**config.mk**
```make
export PLATFORM = sky130hd
export DESIGN_NAME = game_state_ctrl_flat
export DESIGN_NICKNAME = d
export VERILOG_FILES = /design/src/rtl/game_state_ctrl_if.sv /design/src/rtl/game_state_ctrl.sv /design/src/flat_wrapper.sv
export SDC_FILE = /design/constraint.sdc
export NUM_CORES = 1
export LEC_CHECK = 0
export ABC_CLOCK_PERIOD_IN_PS = 2300
export BUFFER_PORTS_ARGS = -buffer_cell sky130_fd_sc_hd__buf_4
export CORE_UTILIZATION = 45
export CTS_CLUSTER_DIAMETER = 40
export DETAILED_ROUTE_END_ITERATION = 6
export HOLD_SLACK_MARGIN = 0.12
export PLACE_DENSITY = 0.69
export SYNTH_ARGS = -nofsm -noshare
export SYNTH_HDL_FRONTEND = slang
export SYNTH_SLANG_ARGS = --single-unit
```
**constraint.sdc**
```tcl
create_clock -name clk -period 2.3 [get_ports clk]
set_clock_uncertainty 0.1 [all_clocks]
set_input_delay 0.23 -clock clk [delete_from_list [all_inputs] [get_ports clk]]
set_output_delay 0.23 -clock clk [all_outputs]
set_load 0.03 [all_outputs]
```
**src/rtl/game_state_ctrl_if.sv**
```systemverilog
// ---------------------------------------------------------------------------
// game_state_ctrl_if
// Groups the game-flow signals exchanged between the game state controller
// and the rest of the breakout system.
//
// Signals:
//   startOfFrame  : one-cycle pulse per video frame          (to controller)
//   startKey      : debounced start/launch key, level        (to controller)
//   ballMissed    : one-cycle pulse, ball left bottom edge   (to controller)
//   bricksCleared : level, no bricks remain                  (to controller)
//   preStart      : ball clamped to bat                      (from controller)
//   launch        : one-cycle pulse that starts ball motion  (from controller)
//   gameActive    : high in PRE_START, PLAY and LOST         (from controller)
//   livesLeft     : remaining lives, 2 bits                  (from controller)
//   gameOver      : high in OVER                             (from controller)
//   gameWon       : high in WON                              (from controller)
//
// Modports:
//   master : the environment side (drives the game events)
//   slave  : the controller side
// ---------------------------------------------------------------------------
`timescale 1ns/1ps

interface game_state_ctrl_if;
  logic       startOfFrame;
  logic       startKey;
  logic       ballMissed;
  logic       bricksCleared;
  logic       preStart;
  logic       launch;
  logic       gameActive;
  logic [1:0] livesLeft;
  logic       gameOver;
  logic       gameWon;

  modport master (
    output startOfFrame, startKey, ballMissed, bricksCleared,
    input  preStart, launch, gameActive, livesLeft, gameOver, gameWon
  );

  modport slave (
    input  startOfFrame, startKey, ballMissed, bricksCleared,
    output preStart, launch, gameActive, livesLeft, gameOver, gameWon
  );
endinterface

```
**src/rtl/game_state_ctrl.sv**
```systemverilog
// ---------------------------------------------------------------------------
// game_state_ctrl
// Top-level game flow controller for the breakout game: waits for a start
// key, holds the ball on the bat until launch, tracks lives across misses,
// pauses between lives, and reports game over / game won.
//
// Ports:
//   clk    : system clock, single domain
//   reset  : synchronous, active-high reset
//   gameIf : game_state_ctrl_if.slave, game events in and status out
//
// Parameters:
//   LIVES       : lives granted at game start (1..3)
//   LOST_DELAY  : frames spent in LOST before the ball is re-served (1..63)
//   AUTO_LAUNCH : frames in PRE_START before an automatic launch (1..255)
//
// Optional feature macro: AUTO_LAUNCH_EN
//   Defined   -> PRE_START also launches on its own after AUTO_LAUNCH frames.
//   Undefined -> PRE_START waits for the key only; frame counter stays idle.
// ---------------------------------------------------------------------------
`timescale 1ns/1ps

module game_state_ctrl #(
  parameter int LIVES       = 3,
  parameter int LOST_DELAY  = 60,
  parameter int AUTO_LAUNCH = 180
) (
  input  logic              clk,
  input  logic              reset,
  game_state_ctrl_if.slave  gameIf
);

  typedef enum logic [2:0] {
    IDLE,
    PRE_START,
    PLAY,
    LOST,
    OVER,
    WON
  } state_e;

  localparam logic [1:0] LIVES_C       = 2'(LIVES);
  localparam logic [7:0] LOST_DELAY_C  = 8'(LOST_DELAY);
  localparam logic [7:0] AUTO_LAUNCH_C = 8'(AUTO_LAUNCH);

  state_e     state_q, state_d;
  logic [1:0] livesLeft_q, livesLeft_d;
  logic [7:0] frameCnt_q, frameCnt_d;
  logic       launch_q, launch_d;
  logic       keyPrev_q;

  logic       keyEdge;
  logic [7:0] frameLimit;
  logic       frameDone;

  // The key register resets to 1 so a key already held during reset
  // never looks like a fresh press.
  assign keyEdge = gameIf.startKey & ~keyPrev_q;

  // One comparator serves both counting states; only the current state's
  // limit matters, and the pulse that completes the count is the one
  // that triggers the exit.
  assign frameLimit = (state_q == PRE_START) ? AUTO_LAUNCH_C : LOST_DELAY_C;
  assign frameDone  = gameIf.startOfFrame && ((frameCnt_q + 8'd1) == frameLimit);

  // State, lives, frame counter, launch pulse and key history registers.
  always_ff @(posedge clk) begin
    if (reset) begin
      state_q     <= IDLE;
      livesLeft_q <= 2'd0;
      frameCnt_q  <= 8'd0;
      launch_q    <= 1'b0;
      keyPrev_q   <= 1'b1;
    end else begin
      state_q     <= state_d;
      livesLeft_q <= livesLeft_d;
      frameCnt_q  <= frameCnt_d;
      launch_q    <= launch_d;
      keyPrev_q   <= gameIf.startKey;
    end
  end

  // Next-state logic. The frame counter defaults to zero so that every
  // state transition clears it; only the counting states keep or advance
  // it, which also means a frame pulse on a transition is never counted
  // in the new state.
  always_comb begin
    state_d     = state_q;
    livesLeft_d = livesLeft_q;
    frameCnt_d  = 8'd0;
    launch_d    = 1'b0;

    case (state_q)
      IDLE: begin
        if (keyEdge) begin
          state_d     = PRE_START;
          livesLeft_d = LIVES_C;
        end
      end

      PRE_START: begin
`ifdef AUTO_LAUNCH_EN
        // A key press landing on the final frame still yields one launch.
        if (keyEdge || frameDone) begin
          state_d  = PLAY;
          launch_d = 1'b1;
        end else if (gameIf.startOfFrame) begin
          frameCnt_d = frameCnt_q + 8'd1;
        end else begin
          frameCnt_d = frameCnt_q;
        end
`else
        if (keyEdge) begin
          state_d  = PLAY;
          launch_d = 1'b1;
        end
`endif
      end

      PLAY: begin
        // Clearing the last brick beats a simultaneous miss.
        if (gameIf.bricksCleared) begin
          state_d = WON;
        end else if (gameIf.ballMissed) begin
          if (livesLeft_q > 2'd1) begin
            livesLeft_d = livesLeft_q - 2'd1;
            state_d     = LOST;
          end else begin
            livesLeft_d = 2'd0;
            state_d     = OVER;
          end
        end
      end

      LOST: begin
        if (frameDone) begin
          state_d = PRE_START;
        end else if (gameIf.startOfFrame) begin
          frameCnt_d = frameCnt_q + 8'd1;
        end else begin
          frameCnt_d = frameCnt_q;
        end
      end

      OVER, WON: begin
        if (keyEdge) begin
          state_d = IDLE;
        end
      end

      default: begin
        state_d = IDLE;
      end
    endcase
  end

  // Status outputs come straight from registers or from the registered state.
  assign gameIf.preStart   = (state_q == PRE_START);
  assign gameIf.launch     = launch_q;
  assign gameIf.gameActive = (state_q == PRE_START) || (state_q == PLAY) ||
                             (state_q == LOST);
  assign gameIf.livesLeft  = livesLeft_q;
  assign gameIf.gameOver   = (state_q == OVER);
  assign gameIf.gameWon    = (state_q == WON);

endmodule

```
**src/flat_wrapper.sv**
```systemverilog
// flat-port wrapper written by rule: the top's interface ports become plain ports
module game_state_ctrl_flat 
#(
  parameter int LIVES       = 3,
  parameter int LOST_DELAY  = 60,
  parameter int AUTO_LAUNCH = 180
)
  (clk, reset, gameIf_startOfFrame, gameIf_startKey, gameIf_ballMissed, gameIf_bricksCleared, gameIf_preStart, gameIf_launch, gameIf_gameActive, gameIf_livesLeft, gameIf_gameOver, gameIf_gameWon);
  game_state_ctrl_if gameIf_i ();
  input  logic clk;
  input  logic reset;
  input wire logic [$bits(gameIf_i.startOfFrame)-1:0] gameIf_startOfFrame;
  input wire logic [$bits(gameIf_i.startKey)-1:0] gameIf_startKey;
  input wire logic [$bits(gameIf_i.ballMissed)-1:0] gameIf_ballMissed;
  input wire logic [$bits(gameIf_i.bricksCleared)-1:0] gameIf_bricksCleared;
  output wire logic [$bits(gameIf_i.preStart)-1:0] gameIf_preStart;
  output wire logic [$bits(gameIf_i.launch)-1:0] gameIf_launch;
  output wire logic [$bits(gameIf_i.gameActive)-1:0] gameIf_gameActive;
  output wire logic [$bits(gameIf_i.livesLeft)-1:0] gameIf_livesLeft;
  output wire logic [$bits(gameIf_i.gameOver)-1:0] gameIf_gameOver;
  output wire logic [$bits(gameIf_i.gameWon)-1:0] gameIf_gameWon;
  assign gameIf_i.startOfFrame = gameIf_startOfFrame;
  assign gameIf_i.startKey = gameIf_startKey;
  assign gameIf_i.ballMissed = gameIf_ballMissed;
  assign gameIf_i.bricksCleared = gameIf_bricksCleared;
  assign gameIf_preStart = gameIf_i.preStart;
  assign gameIf_launch = gameIf_i.launch;
  assign gameIf_gameActive = gameIf_i.gameActive;
  assign gameIf_livesLeft = gameIf_i.livesLeft;
  assign gameIf_gameOver = gameIf_i.gameOver;
  assign gameIf_gameWon = gameIf_i.gameWon;
  game_state_ctrl #(.LIVES(LIVES), .LOST_DELAY(LOST_DELAY), .AUTO_LAUNCH(AUTO_LAUNCH)) u_core (.clk(clk), .reset(reset), .gameIf(gameIf_i));
endmodule
```
## After elaboration in Yosys (flattened, before gate mapping)

Index checks and enable logic that the tools add are counted.

- Register bits: 15
- Input bits: 6
- Output and inout bits: 7
- Logic and storage cells: 50

- Add/subtract/negate cells: 2
- Magnitude comparators: 1
- Equal/unequal tests: 13
- Multiplexer cells: 15
- Bitwise operators: 4
- Reduce and logical (&&, ||, !) cells: 10

Operators with widths:

| cell | count |
|---|---|
| $mux W3 | 7 |
| $pmux W3 S5 | 1 |
| $add A8 B1 Y8 const B | 1 |
| $eq A8 B8 Y1 | 1 |
| $mux W2 | 4 |
| $mux W8 | 1 |
| $ne A2 B1 Y1 const B | 4 |
| $eq A3 B2 Y1 const B | 2 |
| $eq A3 B3 Y1 const B | 2 |
| $reduce_and A5 Y1 | 1 |
| $ne A2 B2 Y1 const B | 2 |
| $pmux W2 S2 | 1 |
| $reduce_and A4 Y1 | 1 |
| $reduce_or A2 Y1 | 2 |
| $eq A3 B1 Y1 const B | 1 |
| $logic_not A3 Y1 | 1 |
| $ne A3 B3 Y1 const B | 1 |
| $not A1 Y1 | 3 |
| $reduce_or A3 Y1 | 1 |
| $gt A2 B1 Y1 const B | 1 |
| $logic_or A1 B1 Y1 | 2 |
| $reduce_bool A2 Y1 | 1 |
| $sub A2 B1 Y2 const B | 1 |
| $and A1 B1 Y1 | 1 |
| other kinds (2) | 2 |

## Depth between registers and ports, before layout

Gate-level depths: netlist of the first run.

- Word-level depth: 6
- Depth in mapped cells: 6
- Mapped depth without buffers: 5

## Least setup slack after synthesis of the first run

Ideal clock, no wire load.

- Kind: register -> register
- Start: register u_core.state_q[1]
- End: register u_core.state_q[1]
- Library setup time: 0.136 ns
- Arrival time: 1.613 ns
- Required time: 2.064 ns
- Slack: 0.452 ns
- Stages on the path, launching flop included: 7
- Path buffers: 1
- Clock period less this slack: 1.848 ns
- Path through: dfxtp_1 > clkbuf_2 > nor3b_4 > a21o_1 > a211oi_1 > o31ai_4 > o31ai_1

- Cells in the longest elaborated chain, start to end: 6
- Elaborated cells on any way between the ends: 17
- Those cells by class: 11 x eq/ne; 2 x mux; 4 x reduce/logical

RTL lines:

| what | RTL line | source |
|---|---|---|
| from (decl) | game_state_ctrl.sv:46 | `state_e state_q, state_d;` |
| from (signal assigned) | game_state_ctrl.sv:75 | `state_q <= state_d;` |
| $eq A3 B1 Y1 * | n/a |  |
| net gameIf_preStart | flat_wrapper.sv:16 | `output wire logic [$bits(gameIf_i.preStart)-1:0] gameIf_preStart;` |
| $mux W8 | game_state_ctrl.sv:63 | `assign frameLimit = (state_q == PRE_START) ? AUTO_LAUNCH_C : LOST_DELAY_C;` |
| $eq A8 B8 Y1 | game_state_ctrl.sv:64 | `assign frameDone = gameIf.startOfFrame && ((frameCnt_q + 8'd1) == frameLimit);` |
| $logic_and A1 B1 Y1 | game_state_ctrl.sv:64 |  |
| $ne A2 B1 Y1 (no line) | n/a |  |
| $reduce_and A5 Y1 (no line) | n/a |  |

The timed path passes the listed nets; every way through them passes the cells marked *.
A chain may end at the register's enable or synchronous reset.

## Worst setup path in the final report of the first run

- Start: register u_core.state_q[2]
- End: register u_core.state_q[1]

- Cells in the longest elaborated chain, start to end: 6
- Elaborated cells on any way between the ends: 17
- Those cells by class: 11 x eq/ne; 2 x mux; 4 x reduce/logical

RTL lines:

| what | RTL line |
|---|---|
| $eq A3 B1 Y1 | game_state_ctrl.sv:63, game_state_ctrl.sv:93 |
| $mux W8 | game_state_ctrl.sv:63 |
| $eq A8 B8 Y1 | game_state_ctrl.sv:64 |
| $logic_and A1 B1 Y1 | game_state_ctrl.sv:64 |
| $ne A2 B1 Y1 (no line) | n/a |
| $reduce_and A5 Y1 (no line) | n/a |

Several ways; a longest one is shown, not always the timed one.

==> results.json, run 1 <==
{
  "internal_power_w": 0.000353,
  "clk_pin_slew_ns": 0.10,
  "hold_viol": 0,
  "dieHeight_um": 45.2,
  "setup_tns_ns": 0,
  "rrSetupSlack_ns": 0.42,
  "cap_violations": 0,
  "synth-async-reset-ratio": 0,
  "required_ns": 2.36,
  "pwr_density_cell_nw_per_um2": 474,
  "maxSlewHeadroom": 0.667,
  "drt_wl_total_mm": 1.62,
  "seqPwrFrac": 0.566,
  "firstDrtPassIters": 4,
  "dieWidth_um": 45.2,
  "clock-root-buffer": "clkbuf_4",
  "yosysMostFrequentCell": "dfxtp_1",
  "cts_tree": "built",
  "synth_area_leader_cell": "dfxtp_1",
  "clkLatencyLatePin_ns": 0.29,
  "switchingPower_w": 0.000119,
  "final-max-slew-violation-count": 0,
  "combPwrFrac": 0.102,
  "final_core_utilization": 0.571,
  "cts_resized": 0,
  "ys_warn_count": 0,
  "period_share": 0.818,
  "avgSynthCellArea_sq_um": 8.58,
  "grt_pass1_wl_mm": 2.55,
  "rows": 15,
  "antenna_cells": 0,
  "post_drt_via_cell_ratio": 5.25,
  "fmax_mhz": 532,
  "post-dp-hpwl_mm": 1.19,
  "grt_usage": 0.175,
  "cts.sinks": 15,
  "num-nets-final": 122,
  "synth_area_sq_um": 841,
  "crit_fanout": 10,
  "min_path_type": "in2reg",
  "status": "finished, final reports clean",
  "synth_top_area_frac": 0.357,
  "ys_types": 39,
  "die_area_sq_um": 2050,
  "sw_frac_of_total": 0.253,
  "drive_gt1_frac": 0.186,
  "io_buffers": 12,
  "place_congestion": 0.785,
  "yosys_register_bits": 15,
  "cts_buffers": 3,
  "synthTopCellsByArea": "dfxtp_1 36%, xor2_1 6.2%, nor2_1 5.4%, nand4_1 3.7%, a21oi_1 3.6%",
  "cp.arrival_ns": 1.94,
  "rsz0062_at_grt": "false",
  "crit_type": "reg2reg",
  "fillers": 169,
  "ir_worst_vdd_uv": 361,
  "htreeDepth": 1,
  "end_kind": "flop",
  "area.growth.synth_to_final_pct": 18.6,
  "initial_core_util": 0.482,
  "drcViolationCount": 0,
  "ys_seq_area_frac": 0.357,
  "synth-edff-count": 0,
  "drtAntennaViolNets": 0,
  "num_vias": 724,
  "cts_setup_buffers": 0,
  "drt_iter0_markers": 9,
  "setup_viol": 0,
  "clockBufferDepth": 2,
  "tightest_slew_ns": 0.493,
  "clkPwrFrac": 0.331,
  "leakagePower_nw": 0.388,
  "grt_antenna_before_repair": 0,
  "worstSetupStartpointType": "flop",
  "whs_path_depth": 3,
  "syn_nets": 106,
  "pin_count": 13,
  "fin_crit_ns": 1.88,
  "overflow": 0,
  "synth_ff_type": "dfxtp_1",
  "reg2reg_depth": 5,
  "synthCells": 98,
  "grt_max_degree": 11,
  "design.core.area_sq_um": 1750,
  "grt_pass1_vias": 593,
  "synth_common_cells": "15 x dfxtp_1, 12 x nor2_1, 7 x nand2_1, 6 x a21oi_1, 6 x xor2_1",
  "avgRoutedWirePerCell_um": 11.8
}
==> stage by stage <==
stage	cells	total power (W)	hold WS (ns)	area [sq um]	setup WS, ns
floorplan	98	0.000299	0.199	841	0.452
detailed placement	131	0.000318	0.332	937	0.459
finish	138	0.000473	0.154	997	0.419
global route	138	0.000493	0.162	997	0.300
CTS	138	0.000480	0.141	997	0.432
global placement	131	0.000317	0.329	937	0.528
==> cell usage in the layout, fill, tap and decap left out, types with 3 or more instances in the layout <==
master / synthesis / routed
nor2_1: 12 / 12
dlygate4sd3_1: 0 / 3
xor2_1: 6 / 6
nand2b_1: 3 / 3
nand2_1: 7 / 7
a21oi_1: 6 / 6
nand4_1: 5 / 5
nor2b_1: 3 / 3
clkbuf_4: 0 / 3
dfxtp_1: 15 / 15
buf_4: 0 / 12
==> path summary, 6_finish.rpt <==
path | from | endpoint
worst max-delay path | u_core.state_q[2]$_SDFFE_PP0P_ | u_core.state_q[1]$_SDFFE_PP0P_
worst min-delay path | gameIf_startOfFrame | u_core.frameCnt_q[0]$_SDFFE_PP0P_
worst max register to register | u_core.state_q[2]$_SDFFE_PP0P_ | u_core.state_q[1]$_SDFFE_PP0P_
worst min register to register | u_core.gameIf.livesLeft[0]$_SDFFE_PP0P_ | u_core.gameIf.livesLeft[0]$_SDFFE_PP0P_
==> what timing repair did <==
item / in CTS / in global routing
hold buffers: 3 / 0
endpoints found under the hold margin: 6 / 0
endpoints found under the setup margin: 0 / 0
==> power groups by stage <==
stage          sequential [W]  combinational, W  clock, W
2_1_floorplan        0.000277         0.0000229         0
3_3_place_gp         0.000274         0.0000436         0
3_5_place_dp         0.000274         0.0000442         0
4_1_cts              0.000268         0.0000483  0.000164
5_1_grt              0.000269         0.0000522  0.000172
6_report             0.000268         0.0000483  0.000157
==> registers in the layout (all words and copies together) (netlist names) <==
register	cells
u_core.frameCnt_q	8
u_core.state_q	3
u_core.gameIf.livesLeft	2
u_core.gameIf.launch	1
u_core.keyPrev_q	1
==> cell families (layout without fill, tap and decap cells) <==
kind of cell | count (synthesis) | in the layout | synth area share
xor+xnor | 8 | 8 | 0.0833
compound gates | 15 | 15 | 0.125
simple gates | 51 | 51 | 0.354
mux | 1 | 1 | 0.0119
buf+inv | 6 | 21 | 0.0387
flops | 15 | 15 | 0.357
fa+ha+maj | 2 | 2 | 0.0298
==> cell type report <==
class                   instances  area [sq um]  share of cell area
well taps                      25          31.3              0.0314
multi-input cells              77           508               0.509
clock inverters                 1          7.51             0.00753
flip-flops and latches         15           300               0.301
repair buffers                 15           120               0.120
inverters                       2          7.51             0.00753
clock buffers                   3          22.5              0.0226
==> per-layer routing <==
metal / vias to the layer above / routed length [um] / GRT usage
met5: - / 0 / 0
li1: 372 / - / -
met1: 341 / 821 / 0.238
met4: 0 / 12 / 0.0364
met3: 2 / 53 / 0.0720
met2: 9 / 735 / 0.261
==> worst max-delay path, stage by stage (launching register included) <==
cell      delay [ns]
dfxtp_1         0.51
nor3b_4         0.11
nor4b_1         0.34
a211oi_1        0.12
o31ai_4         0.44
o31ai_1         0.13
Power figures use the tool's default switching activity.
==> run 2, diff against run 1 <==
- ABC_CLOCK_PERIOD_IN_PS: 2300 -> 1690
- PLACE_DENSITY: 0.69 -> 0.71
- clock period: 2.3 -> 1.69 ns (I/O delays scaled with it)
==> results.json, run 2 (synthesized netlist as in run 1, its figures left out) <==
{
  "drcViolationCount": 0,
  "worstSetupStartpointType": "flop",
  "cts_buffers": 3,
  "area.growth.synth_to_final_pct": 51.5,
  "crit_type": "reg2reg",
  "crit_path_start": "u_core.state_q[1]$_SDFFE_PP0P_",
  "largest_register": "u_core.frameCnt_q",
  "drtAntennaViolNets": 0,
  "clockBufferDepth": 2,
  "place_congestion": 0.740,
  "hold_viol": 0,
  "io_buffers": 12,
  "whs_ns": 0.187,
  "min_path_type": "in2reg",
  "end_kind": "flop",
  "status": "finished, violations left",
  "clk_pin_slew_ns": 0.10,
  "finalInstanceArea_sq_um": 1270,
  "largest_reg_flops": 8,
  "avgRoutedWirePerCell_um": 14.3,
  "initial_core_util": 0.482,
  "overflow": 0,
  "pwr_density_cell_nw_per_um2": 527,
  "violations": "negative setup slack",
  "slowest_delay_ns": 0.38,
  "num-nets-final": 145,
  "dpl_cell_area_sq_um": 1050,
  "post_drt_via_cell_ratio": 5.22,
  "drive_gt1_frac": 0.449,
  "drt_wl_total_mm": 2.30,
  "die_area_sq_um": 2050,
  "fin_crit_ns": 1.78,
  "ir_worst_vdd_uv": 482,
  "pin_count": 13,
  "power_w": 0.000671,
  "firstDrtPassIters": 4,
  "design.core.area_sq_um": 1750,
  "antenna_cells": 0,
  "drt_iter0_markers": 17,
  "grt_pass1_wl_mm": 3.28,
  "grt_max_degree": 11,
  "num_vias": 840,
  "hold_start": "gameIf_bricksCleared",
  "dieHeight_um": 45.2,
  "period_share": 1.05,
  "dieWidth_um": 45.2,
  "post-dp-hpwl_mm": 1.34,
  "grt_usage": 0.227,
  "crit_top_cell": "buf_6",
  "cts.sinks": 15,
  "htreeDepth": 1,
  "cap_violations": 0,
  "dp.cells": 146,
  "layout_commonest_cell": "buf_4",
  "crit_slowest_cell": "dfxtp_4",
  "rsz0062_at_grt": "true",
  "crit_fanout": 5,
  "rr_startpoint": "u_core.state_q[1]$_SDFFE_PP0P_",
  "clkLatencyLatePin_ns": 0.30,
  "fmax_mhz": 563,
  "leakagePower_nw": 0.520,
  "instances_no_fill": 161,
  "grt_pass1_vias": 735,
  "rows": 15,
  "cp.arrival_ns": 1.87,
  "clock-root-buffer": "clkbuf_4",
  "grt_antenna_before_repair": 0,
  "final-max-slew-violation-count": 0,
  "setup_slack_ns": -0.0868,
  "cts_tree": "built",
  "required_ns": 1.78,
  "setup_viol": 7,
  "tightest_slew_ns": 0.285,
  "crit_chain": "nor3b_4 > buf_6 > a21o_1 > a211oi_4 > o31ai_4 > buf_6 > nor2_1",
  "layout_common_cells": "30 x buf_4, 9 x dfxtp_1, 7 x nor2_1, 7 x nand2_1, 6 x xor2_1",
  "maxSlewHeadroom": 0.809
}
## run 2: cell count changes in the layout (fill, tap and decap cells not counted), sizes merged
cell	change
dlygate4sd3	+2
buf	+21
## run 2: path summary, 6_finish.rpt
kind / to / slack, ns / cells past startpoint
worst max-delay path: u_core.frameCnt_q[3]$_SDFFE_PP0P_ / -0.09 / 7
worst min register to register: u_core.gameIf.livesLeft[0]$_SDFFE_PP0P_ / 0.41 / 2
worst min-delay path: u_core.state_q[2]$_SDFFE_PP0P_ / 0.19 / 4
worst max register to register: u_core.frameCnt_q[3]$_SDFFE_PP0P_ / -0.09 / 7
## run 2: stage by stage
stage,util,worst slack [ns],TNS (ns)
2_1_floorplan,-,-0.0947,-0.408
3_3_place_gp,0.604,0.0274,0
3_5_place_dp,0.604,-0.0480,-0.0998
4_1_cts,0.663,0.00708,0
5_1_grt,0.730,-0.133,-0.768
6_report,0.730,-0.0868,-0.461
## run 2: critical path, delay by kind of cell (launching register included)
family          cells  cell delay (ns)
flops               1             0.38
simple gates        2             0.35
compound gates      3             0.53
buf+inv             2             0.31
## run 2: power by group
part           internal [W]  total (W)  switching (W)  leakage (nW)
combinational     0.0000453  0.0000886      0.0000434         0.381
sequential         0.000357   0.000362     0.00000482         0.125
clock             0.0000903   0.000220       0.000130        0.0139
## run 2: metal layers
layer | global-route usage | wire (um)
met5 | 0 | 0
met3 | 0.0440 | 61
met1 | 0.291 | 1040
met2 | 0.357 | 1130
met4 | 0.121 | 72
## run 2: timing repair
action / 4_1_cts / 5_1_grt
endpoints found under the hold margin: 9 / 0
pin swaps: 1 / 7
hold buffers: 5 / 0
gates resized for setup: 2 / 24
buffers inserted: 2 / 4
setup endpoints to repair: 7 / 10
## run 2: cell type report
type / instances / area (sq um)
Sequential cell: 15 / 310
Inverter: 2 / 7.51
Clock inverter: 1 / 7.51
Fill cell: 130 / 472
Timing Repair Buffer: 38 / 309
Multi-Input combinational cell: 77 / 586
Clock buffer: 3 / 22.5
Tap cell: 25 / 31.3
